$ cat config.mk
export PLATFORM = sky130hd
export DESIGN_NAME = seg7_segment_monitor
export DESIGN_NICKNAME = d
export VERILOG_FILES = /design/src/rtl/seg7_segment_monitor.sv
export SDC_FILE = /design/constraint.sdc
export NUM_CORES = 1
export LEC_CHECK = 0
export CAP_MARGIN = 30
export CORE_MARGIN = 4
export CORE_UTILIZATION = 45
export CTS_CLUSTER_SIZE = 24
export DETAILED_ROUTE_END_ITERATION = 12
export PLACE_DENSITY_LB_ADDON = 0.12
export SLEW_MARGIN = 30
export SYNTH_ARGS = -nofsm -noshare
export SYNTH_HDL_FRONTEND = slang
export SYNTH_SLANG_ARGS = --single-unit
$ cat constraint.sdc
create_clock -name clk -period 5.05 [get_ports clk]
set_input_delay 0.505 -clock clk [delete_from_list [all_inputs] [get_ports clk]]
set_output_delay 0.505 -clock clk [all_outputs]
set_load 0.005 [all_outputs]
$ cat src/rtl/seg7_segment_monitor.sv
// Seven-segment pad monitor: synchronises and debounces the segment lines, decodes
// each newly committed pattern to a digit and exposes status/counters on Wishbone.
module seg7_segment_monitor #(
  parameter logic [31:0] BASE_ADDR      = 32'h3000_0000,
  parameter logic [15:0] STABLE_DEFAULT = 16'd1000
) (
  input  logic        clk,
  input  logic        reset_n,
  input  logic [6:0]  seg_in,
  input  logic        wbs_stb_i,
  input  logic        wbs_cyc_i,
  input  logic        wbs_we_i,
  input  logic [3:0]  wbs_sel_i,
  input  logic [31:0] wbs_adr_i,
  input  logic [31:0] wbs_dat_i,
  output logic        wbs_ack_o,
  output logic [31:0] wbs_dat_o,
  output logic        irq
);

  localparam logic [1:0] REG_STATUS = 2'd0;
  localparam logic [1:0] REG_COUNT  = 2'd1;
  localparam logic [1:0] REG_CTRL   = 2'd2;
  localparam logic [1:0] REG_ERRCNT = 2'd3;

  // Returns {valid, digit}; anything outside the ten digit shapes is invalid.
  function automatic logic [4:0] seg_decode(input logic [6:0] pat);
    logic [4:0] res;
    case (pat)
      7'h3F:   res = {1'b1, 4'd0};
      7'h06:   res = {1'b1, 4'd1};
      7'h5B:   res = {1'b1, 4'd2};
      7'h4F:   res = {1'b1, 4'd3};
      7'h66:   res = {1'b1, 4'd4};
      7'h6D:   res = {1'b1, 4'd5};
      7'h7D:   res = {1'b1, 4'd6};
      7'h07:   res = {1'b1, 4'd7};
      7'h7F:   res = {1'b1, 4'd8};
      7'h6F:   res = {1'b1, 4'd9};
      default: res = {1'b0, 4'd0};
    endcase
    return res;
  endfunction

  logic [6:0]  sync1_q, sync1_d, sync2_q, sync2_d, s_prev_q, s_prev_d;
  logic [15:0] cnt_q, cnt_d;
  logic [6:0]  pat_q, pat_d;
  logic [3:0]  digit_q, digit_d;
  logic        valid_q, valid_d;
  logic        irq_q, irq_d;
  logic [15:0] count_q, count_d, errcnt_q, errcnt_d, ctrl_q, ctrl_d;
  logic        ack_q, ack_d;
  logic [31:0] dat_q, dat_d;
  logic        wr_q, wr_d;
  logic [1:0]  wreg_q, wreg_d;
  logic [1:0]  wsel_q, wsel_d;
  logic [15:0] wdat_q, wdat_d;

  logic [6:0]  s;
  logic        stable;
  logic [15:0] t_eff;
  logic        commit;
  logic [4:0]  dec;
  logic        addr_hit, req, wr_apply;
  logic [31:0] rd_data;
  logic [15:0] count_base, errcnt_base;
  logic        unused_bits;

  assign s        = sync2_q;
  assign stable   = (s == s_prev_q);
  assign t_eff    = (ctrl_q == 16'd0) ? 16'd1 : ctrl_q;
  assign commit   = stable && (cnt_q == (t_eff - 16'd1)) && (s != pat_q);
  assign dec      = seg_decode(s);
  assign addr_hit = (wbs_adr_i[31:4] == BASE_ADDR[31:4]);
  assign req      = wbs_stb_i && wbs_cyc_i && addr_hit && !ack_q;
  // The write is applied on the edge that closes the ack cycle.
  assign wr_apply = ack_q && wr_q;

  assign unused_bits = ^{wbs_sel_i[3:2], wbs_adr_i[1:0], wbs_dat_i[31:16]};

  assign wbs_ack_o = ack_q;
  assign wbs_dat_o = dat_q;
  assign irq       = irq_q;

  always_comb begin
    sync1_d  = seg_in;
    sync2_d  = sync1_q;
    s_prev_d = sync2_q;
    cnt_d    = cnt_q;
    if (!stable) begin
      cnt_d = 16'd0;
    end else if (cnt_q >= t_eff) begin
      cnt_d = t_eff;
    end else begin
      cnt_d = cnt_q + 16'd1;
    end
  end

  always_comb begin
    pat_d   = pat_q;
    digit_d = digit_q;
    valid_d = valid_q;
    irq_d   = 1'b0;
    if (commit) begin
      pat_d   = s;
      valid_d = dec[4];
      if (dec[4]) begin
        digit_d = dec[3:0];
        irq_d   = 1'b1;
      end else begin
        digit_d = digit_q;
        irq_d   = 1'b0;
      end
    end else begin
      pat_d = pat_q;
    end
  end

  always_comb begin
    rd_data = 32'd0;
    case (wbs_adr_i[3:2])
      REG_STATUS: rd_data = {17'd0, pat_q, 3'd0, valid_q, digit_q};
      REG_COUNT:  rd_data = {16'd0, count_q};
      REG_CTRL:   rd_data = {16'd0, ctrl_q};
      REG_ERRCNT: rd_data = {16'd0, errcnt_q};
      default:    rd_data = 32'd0;
    endcase
  end

  always_comb begin
    ack_d  = 1'b0;
    dat_d  = 32'd0;
    wr_d   = 1'b0;
    wreg_d = wreg_q;
    wsel_d = wsel_q;
    wdat_d = wdat_q;
    if (req) begin
      ack_d  = 1'b1;
      wr_d   = wbs_we_i;
      wreg_d = wbs_adr_i[3:2];
      wsel_d = wbs_sel_i[1:0];
      wdat_d = wbs_dat_i[15:0];
      if (wbs_we_i) begin
        dat_d = 32'd0;
      end else begin
        dat_d = rd_data;
      end
    end else begin
      ack_d = 1'b0;
    end
  end

  // A clearing write lands before a same-cycle commit increment.
  always_comb begin
    count_base  = count_q;
    errcnt_base = errcnt_q;
    ctrl_d      = ctrl_q;
    if (wr_apply && (wreg_q == REG_COUNT)) begin
      count_base = 16'd0;
    end else begin
      count_base = count_q;
    end
    if (wr_apply && (wreg_q == REG_ERRCNT)) begin
      errcnt_base = 16'd0;
    end else begin
      errcnt_base = errcnt_q;
    end
    if (wr_apply && (wreg_q == REG_CTRL)) begin
      if (wsel_q[0]) begin
        ctrl_d[7:0] = wdat_q[7:0];
      end else begin
        ctrl_d[7:0] = ctrl_q[7:0];
      end
      if (wsel_q[1]) begin
        ctrl_d[15:8] = wdat_q[15:8];
      end else begin
        ctrl_d[15:8] = ctrl_q[15:8];
      end
    end else begin
      ctrl_d = ctrl_q;
    end
    if (commit && dec[4] && (count_base != 16'hFFFF)) begin
      count_d = count_base + 16'd1;
    end else begin
      count_d = count_base;
    end
    if (commit && !dec[4] && (errcnt_base != 16'hFFFF)) begin
      errcnt_d = errcnt_base + 16'd1;
    end else begin
      errcnt_d = errcnt_base;
    end
  end

  always_ff @(posedge clk or negedge reset_n) begin
    if (!reset_n) begin
      sync1_q  <= 7'h00;
      sync2_q  <= 7'h00;
      s_prev_q <= 7'h00;
      cnt_q    <= 16'd0;
      pat_q    <= 7'h00;
      digit_q  <= 4'd0;
      valid_q  <= 1'b0;
      irq_q    <= 1'b0;
      count_q  <= 16'd0;
      errcnt_q <= 16'd0;
      ctrl_q   <= STABLE_DEFAULT;
      ack_q    <= 1'b0;
      dat_q    <= 32'd0;
      wr_q     <= 1'b0;
      wreg_q   <= 2'd0;
      wsel_q   <= 2'd0;
      wdat_q   <= 16'd0;
    end else begin
      sync1_q  <= sync1_d;
      sync2_q  <= sync2_d;
      s_prev_q <= s_prev_d;
      cnt_q    <= cnt_d;
      pat_q    <= pat_d;
      digit_q  <= digit_d;
      valid_q  <= valid_d;
      irq_q    <= irq_d;
      count_q  <= count_d;
      errcnt_q <= errcnt_d;
      ctrl_q   <= ctrl_d;
      ack_q    <= ack_d;
      dat_q    <= dat_d;
      wr_q     <= wr_d;
      wreg_q   <= wreg_d;
      wsel_q   <= wsel_d;
      wdat_q   <= wdat_d;
    end
  end

endmodule

==> out/qor.yml, run 1 <==
status: "completed"
cts_sinks: 136
clk_pin_slew_worst_paths_ns: 0.06
min_period_over_period_pct: 87.2
startpoint_type: "flip-flop"
async_reset_ff_share_pct: 100
clk_latency_ns: 0.42
cts-root-buf: "clkbuf_16"
std_cell_rows: 47
relSlewSlack_pct: 45.1
netlist_area_sq_um: 7590
grt_pass1_wl_um: 30000
drt-pass1-iter-count: 5
holdBufCountCts: 0
crit_chain: "or4_4, nor2_1, a31oi_1, ha_1, xnor2_1, a211oi_1, o2111ai_1, or4_1, a2111oi_4, nand3_2, or3_1, a21oi_1"
crit_type: "flip-flop to flip-flop"
coreArea_sq_um: 16600
cp.required_ns: 5.39
yosysTopAreaCellShare_pct: 42.9
p_int_uw: 1980
rrSetupSlack_ns: 0.64
crit_family: "simple AND/OR/NAND/NOR gates"
die_x_um: 138
ctsLongestPathBuffers: 2
finClkSkew_ns: 0.00855
finalSetupViolations: 0
slowest_delay_ns: 0.63
switchingPower_uw: 583
place_hpwl_um: 13400
cts_made_buffers: 17
crit_buf_inv: 0
synth.ff_latch_count: 136
synth_flop_cell: "dfrtp_1"
critPathSlowestCell: "or4_4"
period_minus_slack_ns: 4.41
routed.top_layer: "met4"
dieArea_sq_um: 19000
drt-met1-wl_um: 8180
ys_top_cells_by_area: "dfrtp_1 43%, mux2_2 7.4%, xnor2_1 4.3%"
finalSetupTns_ns: 0
slew_viol_final: 0
final_nets: 873
finalHoldViolCount: 0
synth_cell_types: 64
grt_pass1_vias: 5686
die_h_um: 138
cts_resized: 0
grt_overflow_total: 0
ant_nets: 0
leakage_uw: 0.00390
wl_met2_um: 8930
htree_num_levels: 4
placed_cell_area_sq_um: 8430
r2r_cells: 12
rsz0062_at_grt: "false"
synth_top_area_cell: "dfrtp_1"
comb_power_share_pct: 6.3
drive_gt1_share_pct: 16.9
grt_start_max_net_pins: 89
fillCellCount: 1484
worst_setup_path_end_kind: "flip-flop"
reg2reg_to: "count_q[13]"
crit_fanout: 22
vdd_ir_drop_max_v: 0.000236
p_seq_share_pct: 45.0
power_density_nw_per_um2: 284
area_growth_pct: 18.9
post-route-cell-area_sq_um: 9020
drc: 0
synth_edf_count: 0
routabilityCongestion: 0.916
critPathLaunch: "ctrl_q[1]"
diodes: 0
clock.fmax_ghz: 0.227
synth_warnings: 0
pwr-share-clk_pct: 48.7
post_synth.cell_area_avg_sq_um: 10.8
yosysSeqAreaShare_pct: 44.9
antenna_found_initial: 0
final_common_cell: "dfrtp_1"
final_cell_mix: "130 x dfrtp_1, 75 x clkdlybuf4s50_1, 50 x nor2_1, 50 x mux2_2, 39 x nand2_1"
wirelength_um: 18500
tightest_slew_ns: 0.821
crit_arrival_ns: 4.75
min_path_type: "input pin to asynchronous set/reset pin"
postCtsSetupBuffers: 0
io_buffers: 77
initial_core_util_pct: 45.8
viasPerCell: 5.60
num_vias: 5637
total_power_uw: 2560
netlist_instances: 705
sw_frac_of_total_pct: 22.8
track_usage_pct: 20.4
ioPinCount: 114
cts_tree: "built"
drt-initial-drc-count: 323
wl_met3_um: 907
max_cap_violations: 0
r2r-start: "ctrl_q[1]"
wl_per_cell_um: 18.4
==> flip-flops by register name (all words and copies together), names as in the netlist <==
signal	flops
wreg_q	2
pat_q	7
wbs_ack_o	1
errcnt_q	16
digit_q	4
ctrl_q	16
wsel_q	2
valid_q	1
s_prev_q	7
wdat_q	16
cnt_q	16
s	7
wr_q	1
wbs_dat_o	16
count_q	16
sync1_q	7
irq	1
==> worst max-delay path by stage <==
stage | cells after the start | slack, ns | endpoint
finish | 12 | 0.64 | count_q[13]
global route | 12 | 0.35 | count_q[15]
CTS | 12 | 0.64 | count_q[15]
detailed placement | 12 | 0.68 | count_q[13]
global placement | 12 | 0.79 | count_q[14]
floorplan | 12 | 1.36 | digit_q[0]
==> cells by family (layout without fill, tap and decap cells) <==
family | after synthesis | after routing | synth area share [%]
simple gates | 246 | 246 | 18.5
flops | 136 | 136 | 44.9
compound gates | 91 | 91 | 8.41
buf+inv | 81 | 147 | 5.90
xor+xnor | 65 | 65 | 7.50
mux | 65 | 65 | 11.4
fa+ha+maj | 20 | 20 | 3.30
other cells | 1 | 16 | 0.0494
==> metrics by stage <==
| step | worst slack (ns) | cells | util (%) | hold slack (ns) |
|---|---|---|---|---|
| final | 0.644 | 1006 | 54.4 | 0.147 |
| after global routing | 0.353 | 1006 | 54.4 | 0.212 |
| after CTS | 0.644 | 1006 | 54.4 | 0.189 |
| after detailed placement | 0.681 | 974 | 50.8 | 0.336 |
| after global placement | 0.786 | 974 | 50.8 | 0.337 |
| after floorplan | 1.36 | 720 | - | 0.209 |
==> synth_stat cells, types with 13 or more instances <==
| cell type | count |
|---|---|
| dfrtp_1 | 130 |
| nor2_1 | 51 |
| mux2_2 | 50 |
| nand2_1 | 39 |
| xnor2_1 | 37 |
| nand3_1 | 29 |
| inv_1 | 28 |
| xor2_1 | 28 |
| clkbuf_1 | 21 |
| nand4_1 | 21 |
| ha_1 | 20 |
| a21oi_1 | 19 |
| a211oi_1 | 18 |
| o21ai_0 | 18 |
| buf_4 | 17 |
| and3_1 | 14 |
| nor2b_1 | 14 |
| nor4_1 | 13 |
==> power groups by stage <==
stage | Clock [uW] | Sequential (uW) | Combinational [uW]
2_1_floorplan | 0 | 1150 | 96.7
3_3_place_gp | 0 | 1170 | 159
3_5_place_dp | 0 | 1170 | 163
4_1_cts | 1270 | 1150 | 165
5_1_grt | 1320 | 1160 | 181
6_report | 1250 | 1150 | 161
==> per-layer routing <==
layer  GRT usage (%)  vias up
met2            32.2      145
met5               0        -
met4            7.85        0
met1            27.4     2816
met3            4.97       31
li1                -     2645
==> area by class of cell <==
class | instances | area, sq um | area share, %
Inverter | 28 | 105 | 1.16
Clock inverter | 10 | 116 | 1.29
Sequential cell | 136 | 3410 | 37.8
Timing Repair Buffer | 87 | 842 | 9.33
Clock buffer | 22 | 474 | 5.26
Multi-Input combinational cell | 503 | 3800 | 42.1
Tap cell | 220 | 275 | 3.05
==> worst reg2reg max path: stages (launching register included) <==
cell	delay [ns]
dfrtp_1	0.52
or4_4	0.63
nor2_1	0.11
a31oi_1	0.15
ha_1	0.35
xnor2_1	0.13
a211oi_1	0.17
o2111ai_1	0.23
or4_1	0.63
a2111oi_4	0.36
nand3_2	0.42
or3_1	0.48
a21oi_1	0.16
No activity file was read; power rests on OpenSTA's default activity.
==> run 2, diff against run 1 <==
--- a/config.mk
+++ b/config.mk
@@ -5,6 +5,7 @@
 export SDC_FILE = /design/constraint.sdc
 export NUM_CORES = 1
 export LEC_CHECK = 0
+export ABC_CLOCK_PERIOD_IN_PS = 5050
 export CAP_MARGIN = 30
 export CORE_MARGIN = 4
 export CORE_UTILIZATION = 45
==> results of run 2 <==
The final DEF is identical to that of run 1; final timing and power are the same.
==> run 3, diff against run 2 <==
--- a/config.mk
+++ b/config.mk
@@ -7,10 +7,10 @@
 export LEC_CHECK = 0
 export ABC_CLOCK_PERIOD_IN_PS = 5050
 export CAP_MARGIN = 30
-export CORE_MARGIN = 4
 export CORE_UTILIZATION = 45
 export CTS_CLUSTER_SIZE = 24
 export DETAILED_ROUTE_END_ITERATION = 12
+export GPL_ROUTABILITY_DRIVEN = 0
 export PLACE_DENSITY_LB_ADDON = 0.12
 export SLEW_MARGIN = 30
 export SYNTH_ARGS = -nofsm -noshare
==> out/qor.yml, run 3 (synthesis gave the netlist of run 1 again) <==
drt-initial-drc-count: 380
grt_start_max_net_pins: 93
switchingPower_uw: 577
drive_gt1_share_pct: 16.6
crit_type: "flip-flop to flip-flop"
antenna_found_initial: 0
status: "finished with violations"
finClkSkew_ns: 0.00911
pwr-share-clk_pct: 49.2
cts_resized: 0
std_cell_rows: 47
min_period_over_period_pct: 86.9
relSlewSlack_pct: 42.8
ioPinCount: 114
grt_pass1_wl_um: 29700
final_nets: 871
p_int_uw: 2010
die_h_um: 132
final_common_cell: "dfrtp_1"
cp.required_ns: 5.39
clock.fmax_ghz: 0.228
ctsLongestPathBuffers: 2
power_density_nw_per_um2: 286
holdBufCountCts: 0
cts_made_buffers: 17
comb_power_share_pct: 6.3
min_path_type: "flip-flop to flip-flop"
dieArea_sq_um: 17400
finalSetupViolations: 0
cts_sinks: 136
sw_frac_of_total_pct: 22.3
diodes: 0
grt_pass1_vias: 5626
p_seq_share_pct: 44.4
rsz0062_at_grt: "false"
drt-pass1-iter-count: 9
track_usage_pct: 22.0
worst_setup_path_end_kind: "flip-flop"
place_hpwl_um: 13000
viasPerCell: 5.57
startpoint_type: "flip-flop"
coreArea_sq_um: 16500
crit_arrival_ns: 4.73
final_cell_mix: "130 x dfrtp_1, 75 x clkdlybuf4s50_1, 50 x nor2_1, 50 x mux2_2, 39 x nand2_1"
max_cap_violations: 0
postCtsSetupBuffers: 0
htree_num_levels: 4
leakage_uw: 0.00390
wl_per_cell_um: 17.9
drc: 2
grt_overflow_total: 0
post-route-util_pct: 54.7
die_x_um: 132
finalSetupTns_ns: 0
ant_nets: 0
vdd_ir_drop_max_v: 0.000265
period_minus_slack_ns: 4.39
cts_tree: "built"
cts-root-buf: "clkbuf_16"
tightest_slew_ns: 0.855
wirelength_um: 17900
slew_viol_final: 0
initial_core_util_pct: 45.9
clk_latency_ns: 0.42
crit_fanout: 22
io_buffers: 77
finalHoldViolCount: 0
num_vias: 5587
failed_checks: "DRC"
clk_pin_slew_worst_paths_ns: 0.06
area_growth_pct: 19.1
[run 3: cell types whose count changed in the layout (fill, tap and decap cells not counted)]
cell / before / now
buf_4: 10 / 6
clkbuf_8: 3 / 2
bufinv_16: 2 / 3
buf_16: 0 / 1
clkbuf_1: 2 / 1
clkinv_4: 1 / 2
inv_6: 2 / 1
dlygate4sd3_1: 0 / 1
[run 3: metrics by stage]
step                hold slack (ns)  total power, uW  std cells  area, sq um  setup slack [ns]
floorplan                     0.209             1250        720         7650              1.36
global placement              0.335             1330        970         8400             0.734
detailed placement            0.335             1330        970         8400             0.677
CTS                           0.185             2610       1001         9000             0.662
global route                  0.355             2680       1003         9040             0.260
finish                        0.347             2590       1003         9040             0.659
[run 3: final timing paths]
| check | start | endpoint | slack (ns) | depth (start not counted) |
|---|---|---|---|---|
| max reg2reg | ctrl_q[12] | count_q[13] | 0.66 | 12 |
| min | sync1_q[0] | s[0] | 0.35 | 0 |
| max in group asynchronous | reset_n | pat_q[3] | 3.30 | 4 |
| min reg2reg | sync1_q[0] | s[0] | 0.35 | 0 |
| max | ctrl_q[12] | count_q[13] | 0.66 | 12 |
| min in group asynchronous | reset_n | s[0] | 0.50 | 2 |
[run 3: cell type report]
type                    count  area [sq um]
clock buffers              20           457
clock inverters            11           146
fillers                  1447          7480
inverters                  28           105
multi-input cells         503          3800
flip-flops and latches    136          3410
well taps                 220           275
repair buffers             85           850
[run 3: layer usage]
metal,up-vias,track usage [%],share of wire (%)
met5,-,0,0
met4,0,8.59,2.1
met3,30,4.31,4.5
met2,161,36.2,49
met1,2775,28.7,44
li1,2621,-,-
[run 3: worst max-delay path, cell delays in order, from the launching register on]
cell       delay [ns]
dfrtp_1          0.54
or4_1            0.61
nor2_1           0.12
a31oi_1          0.14
ha_1             0.35
xnor2_1          0.13
a211oi_1         0.17
o2111ai_1        0.24
or4_1            0.62
a2111oi_4        0.36
nand3_2          0.41
or3_1            0.47
a21oi_1          0.16
[run 3: power groups by stage]
stage | sequential [uW] | combinational [uW] | clock, uW
2_1_floorplan | 1150 | 96.7 | 0
3_3_place_gp | 1170 | 159 | 0
3_5_place_dp | 1170 | 163 | 0
4_1_cts | 1150 | 163 | 1300
5_1_grt | 1150 | 183 | 1340
6_report | 1150 | 164 | 1270
